==> src/rtl/propose_integer_continuous_sequencer.sv <==
// Control sequencer for the integer/continuous propose datapath: optional clause
// reload from memory, reduce enable, comparator settle, segment select and capture.
module propose_integer_continuous_sequencer #(
    parameter int MAXIMUM_BIT_WIDTH_OF_COEFFICIENT    = 8,
    parameter int MAXIMUM_BIT_WIDTH_OF_VARIABLE_INDEX = 2,
    parameter int MAX_BIT_WIDTH_OF_CLAUSES_INDEX      = 3,
    parameter int SELECT_LATENCY                      = 2
) (
    input  logic                                   in_clk,
    input  logic                                   in_reset,
    input  logic                                   in_start,
    input  logic                                   in_reload,
    input  logic [MAX_BIT_WIDTH_OF_CLAUSES_INDEX:0] in_num_clauses,
    input  logic [MAXIMUM_BIT_WIDTH_OF_VARIABLE_INDEX-1:0] in_variable_index,
    output logic [MAX_BIT_WIDTH_OF_CLAUSES_INDEX-1:0] out_clause_read_address,
    input  logic [(2**MAXIMUM_BIT_WIDTH_OF_VARIABLE_INDEX+1)*MAXIMUM_BIT_WIDTH_OF_COEFFICIENT-1:0] in_clause_read_data,
    output logic [(2**MAXIMUM_BIT_WIDTH_OF_VARIABLE_INDEX+1)*MAXIMUM_BIT_WIDTH_OF_COEFFICIENT-1:0] out_clause_coefficients,
    output logic [MAX_BIT_WIDTH_OF_CLAUSES_INDEX:0] out_clause_index,
    output logic [MAXIMUM_BIT_WIDTH_OF_VARIABLE_INDEX-1:0] out_variable_index,
    output logic [2**MAX_BIT_WIDTH_OF_CLAUSES_INDEX-1:0] out_reduce_enable,
    output logic                                   out_select_enable,
    input  logic [1:0]                             in_segment_type,
    input  logic [MAXIMUM_BIT_WIDTH_OF_COEFFICIENT-1:0] in_segment_from,
    input  logic [MAXIMUM_BIT_WIDTH_OF_COEFFICIENT-1:0] in_segment_to,
    input  logic [MAXIMUM_BIT_WIDTH_OF_COEFFICIENT:0]   in_segment_weight,
    output logic [1:0]                             out_segment_type,
    output logic [MAXIMUM_BIT_WIDTH_OF_COEFFICIENT-1:0] out_segment_from,
    output logic [MAXIMUM_BIT_WIDTH_OF_COEFFICIENT-1:0] out_segment_to,
    output logic [MAXIMUM_BIT_WIDTH_OF_COEFFICIENT:0]   out_segment_weight,
    output logic                                   out_busy,
    output logic                                   out_done
);

    localparam int W   = MAXIMUM_BIT_WIDTH_OF_COEFFICIENT;
    localparam int VI  = MAXIMUM_BIT_WIDTH_OF_VARIABLE_INDEX;
    localparam int K   = MAX_BIT_WIDTH_OF_CLAUSES_INDEX;
    localparam int NC  = 2**K;
    localparam int WCW = (SELECT_LATENCY > 1) ? $clog2(SELECT_LATENCY) : 1;
    localparam logic [K:0]     NC_V      = (K+1)'(NC);
    localparam logic [WCW-1:0] WAIT_LAST = WCW'(SELECT_LATENCY - 1);

    typedef enum logic [2:0] {
        ST_IDLE,
        ST_LOAD,
        ST_REDUCE,
        ST_SETTLE,
        ST_SELECT,
        ST_WAIT,
        ST_DONE
    } state_t;

    state_t         state;
    state_t         next_state;
    logic [K:0]     k_cnt;
    logic [K:0]     n_reg;
    logic [WCW-1:0] wait_cnt;
    logic [VI-1:0]  var_q;
    logic [K:0]     num_clamped;

    assign num_clamped = (in_num_clauses > NC_V) ? NC_V : in_num_clauses;

    always_ff @(posedge in_clk or posedge in_reset) begin
        if (in_reset) begin
            state <= ST_IDLE;
        end else begin
            state <= next_state;
        end
    end

    always_comb begin
        next_state = state;
        case (state)
            ST_IDLE:   if (in_start) next_state = in_reload ? ST_LOAD : ST_REDUCE;
            ST_LOAD:   if (k_cnt == n_reg) next_state = ST_REDUCE;
            ST_REDUCE: next_state = ST_SETTLE;
            ST_SETTLE: next_state = ST_SELECT;
            ST_SELECT: next_state = ST_WAIT;
            ST_WAIT:   if (wait_cnt == WAIT_LAST) next_state = ST_DONE;
            ST_DONE:   next_state = ST_IDLE;
            default:   next_state = ST_IDLE;
        endcase
    end

    // Counters, latched start parameters and the segment capture register.
    always_ff @(posedge in_clk or posedge in_reset) begin
        if (in_reset) begin
            k_cnt              <= '0;
            n_reg              <= '0;
            wait_cnt           <= '0;
            var_q              <= '0;
            out_segment_type   <= '0;
            out_segment_from   <= '0;
            out_segment_to     <= '0;
            out_segment_weight <= '0;
        end else begin
            if (state == ST_IDLE && in_start) begin
                var_q <= in_variable_index;
                n_reg <= num_clamped;
                k_cnt <= '0;
            end
            if (state == ST_LOAD) begin
                k_cnt <= (k_cnt == n_reg) ? '0 : k_cnt + (K+1)'(1);
            end
            if (state == ST_WAIT) begin
                if (wait_cnt == WAIT_LAST) begin
                    wait_cnt           <= '0;
                    out_segment_type   <= in_segment_type;
                    out_segment_from   <= in_segment_from;
                    out_segment_to     <= in_segment_to;
                    out_segment_weight <= in_segment_weight;
                end else begin
                    wait_cnt <= wait_cnt + WCW'(1);
                end
            end
        end
    end

    // Memory returns data one cycle after the address, so the write select lags by one.
    always_comb begin
        out_clause_read_address = '0;
        out_clause_index        = NC_V;
        out_reduce_enable       = '0;
        if (state == ST_LOAD) begin
            if (k_cnt < n_reg) out_clause_read_address = k_cnt[K-1:0];
            if (k_cnt != '0)   out_clause_index        = k_cnt - (K+1)'(1);
        end
        if (state == ST_REDUCE) begin
            for (int i = 0; i < NC; i++) begin
                out_reduce_enable[i] = (n_reg > (K+1)'(i));
            end
        end
    end

    assign out_clause_coefficients = in_clause_read_data;
    assign out_variable_index      = var_q;
    assign out_select_enable       = (state == ST_SELECT);
    assign out_busy                = (state != ST_IDLE);
    assign out_done                = (state == ST_DONE);

endmodule

==> config.mk <==
export PLATFORM = sky130hd
export DESIGN_NAME = propose_integer_continuous_sequencer
export DESIGN_NICKNAME = d
export VERILOG_FILES = /design/src/rtl/propose_integer_continuous_sequencer.sv
export SDC_FILE = /design/constraint.sdc
export NUM_CORES = 1
export LEC_CHECK = 0
export BUFFER_PORTS_ARGS = -buffer_cell sky130_fd_sc_hd__clkbuf_2
export CAP_MARGIN = 20
export CELL_PAD_IN_SITES_DETAIL_PLACEMENT = 0
export CELL_PAD_IN_SITES_GLOBAL_PLACEMENT = 1
export CORE_AREA = 2 2 91 93
export CTS_CLUSTER_SIZE = 30
export DETAILED_ROUTE_END_ITERATION = 10
export DIE_AREA = 0 0 93 95
export PLACE_DENSITY_LB_ADDON = 0.1
export SLEW_MARGIN = 30
export SYNTH_ARGS = -nofsm -noshare
export SYNTH_HDL_FRONTEND = slang
export SYNTH_SLANG_ARGS = --single-unit
==> constraint.sdc <==
create_clock -name in_clk -period 4.25 [get_ports in_clk]
set_input_delay 0.2125 -clock in_clk [delete_from_list [all_inputs] [get_ports in_clk]]
set_output_delay 0.2125 -clock in_clk [all_outputs]
set_load 0.01 [all_outputs]
==> impl_results.md <==
- Global-route wire length before repair: 7776 um
- RSZ-0062 raised after global routing: no
- Hold Buf Count CTS: 0
- Post-synthesis net count: 304
- Cells after synthesis: 220
- Number of synthesized flops with an enable pin: 0
- Seq cells post-synth: 41
- FMAX: 0.4660 GHz
- Synthesized area: 2302 um^2
- Vias per inst: 4.378
- Post-synth top area cell: dfrtp_1
- Fraction of registers with async set or reset after synthesis: 100.0%
- Count of cell types in the netlist: 34
- Routed Wire Length: 4847 um
- Final worst path period share: 50.49%
- Initial antenna violation count: 0
- Worst skew pair latency: 0.29 ns
- Ys Warns: 0
- Power density cells: 724.5 nW/um^2
- Final Wtd Congestion: 0.6760
- DRC viols: 0
- Area Overhead vs Synth: 14.29%
- CTS tree: done
- Critical Path Sink: out_clause_index[1]
- Initial core utilization: 29.04%
- Layout cell share with drive strength beyond 1: 46.77%
- Synth area leaders: dfrtp_1 (45%), mux2_2 (15%), buf_4 (13%)
- Row count: 33
- R2R Setup Slk: 2.28 ns
- Period minus WS final: 2.146 ns
- Worst-Margin Slew: 0.7150 ns
- Critical Path End Type: output pin
- Startpoint Class: flop
- Crit path kind: reg2out
- Total CTS buffers: 5
- Max reg flops: 9
- Synth top area share: 44.57%
- Sum Neg Setup Slack: 0 ns
- Longest Clk Path Bufs: 2
- Fin. Hold Viols: 0
- N_diodes: 0
- Nets: 346
- Max cap viols: 0
- Root Buffer: clkbuf_8
- Clock sink count: 41
- Routed vias: 1611
- Resized Gates After CTS: 0
- Hold slack: 0.01866 ns
- Clock-pin slew on the worst setup and hold paths: 0.08 ns
- Critical R2R Capture: out_segment_to[2]
- Setup Buffers After CTS: 0
- Biggest regs: out_segment_weight (9), out_segment_from (8), out_segment_to (8)
- WP data required: 4.04 ns
- Slew HR: 52.28%
- Grt total ovfl: 0
- R2r startpoint: state[1]
- Power Total: 1906 uW
- Final setup skew: 0.003415 ns
- TritonRoute pass-1 iters: 3
- Post-route ant nets: 0
- Area after DPL: 2515 um^2
- Pins Over Slew Limit: 0
- LEAKAGE: 0.001283 uW
- Overall Global Routing Usage: 11.24%
- Status: finished clean
- Largest net degree at the start of global routing: 42
- Die height: 95 um
- Worst Setup SP: state[0]
- Die width: 93 um
- Drt wl/cell: 13.17 um
- Register area share after synthesis: 44.57%
- Core ar.: 7928 um^2
- H-tree levels: 2
- Vias in the first global route: 1554
- Initial DRC Count: 23
- Largest Register: out_segment_weight
- IO buf count: 83
- I/O pin count: 164
- Worst reg-to-reg path cell count: 3
- DP HPWL: 3505 um
- Hold Path Class: in2async
- Die area: 8835 um^2
- Mean Syn Cell Area: 10.46 um^2
- # setup viols final: 0
- Peak VDD IR: 0.2948 mV
- Synth cell count leaders: buf_4 (41), dfrtp_1 (41), mux2_2 (30)
- Worst EP arrival: 1.93 ns
- Synth Flop Type: dfrtp_1
- Crit-path max FO: 14
- Post-layout instance area: 2631 um^2
[metal layers]
layer	up-vias	global-route usage (%)	part of all wire, %
li1	787	-	-
met1	747	15.06	46
met3	16	4.150	8.1
met2	61	16.06	44
met4	0	5.270	2.1
met5	-	0	0
[area by class of cell]
class                           count  area [um^2]
Fill cell                         863         5296
Multi-Input combinational cell    122        904.6
Sequential cell                    41         1026
Tap cell                          105        131.4
Clock inverter                      1        30.03
Timing Repair Buffer               84        422.9
Inverter                            8        30.03
Clock buffer                        7        86.33
[through the flow]
stage	instances	utilization [%]	setup slack [ns]
after floorplan	220	-	2.552
after global placement	360	31.72	2.238
after detailed placement	360	31.72	2.199
after CTS	368	33.19	2.070
after global routing	368	33.19	1.895
final	368	33.19	2.104
[worst max-delay path, stage by stage, from the launching register on]
cell and delay [ns]:
dfrtp_1 0.59, nor3b_2 0.54, o21ai_0 0.23, nor2_1 0.15
clkbuf_2 0.14
[placed cells by master (no fill, tap or decap), drive strengths merged, types with 2 or more instances in the layout]
cell and instances:
clkbuf 90, dfrtp 41, mux2 30, nor2 14
nand2 13, o21ai 10, nand3 10, a21oi 8
inv 7, ha 7, nand2b 6, nand4b 3
nand4 2, nor2b 2, o211a 2
[power breakdown]
group / switching (uW) / leakage [uW] / internal [uW] / total (uW)
sequential: 167 / 0.000490 / 579 / 746
clock: 131 / 0.0000585 / 192 / 322
combinational: 421 / 0.000734 / 417 / 838
total: 718 / 0.00128 / 1190 / 1910
[kinds of logic after synthesis]
kind of cell | count (synthesis) | synth area share, %
and+or+nand+nor | 59 | 13.91
buffers and inverters | 57 | 16.14
DFF | 41 | 44.57
muxes | 30 | 14.67
AOI/OAI and AO/OA | 24 | 6.142
adders and majority gates | 7 | 3.804
xor gates and xnor gates | 2 | 0.7610
[worst min path at each step]
stage	to	start	depth (start not counted)	slack, ns
CTS	out_variable_index[0]	in_reset	3	0.04
global placement	out_variable_index[0]	in_reset	3	0.37
global route	out_segment_to[3]	in_reset	3	0.07
finish	out_variable_index[0]	in_reset	3	0.02
detailed placement	out_variable_index[0]	in_reset	3	0.36
floorplan	n_reg[0]	in_num_clauses[0]	2	0.36
Power figures use the tool's default switching activity.
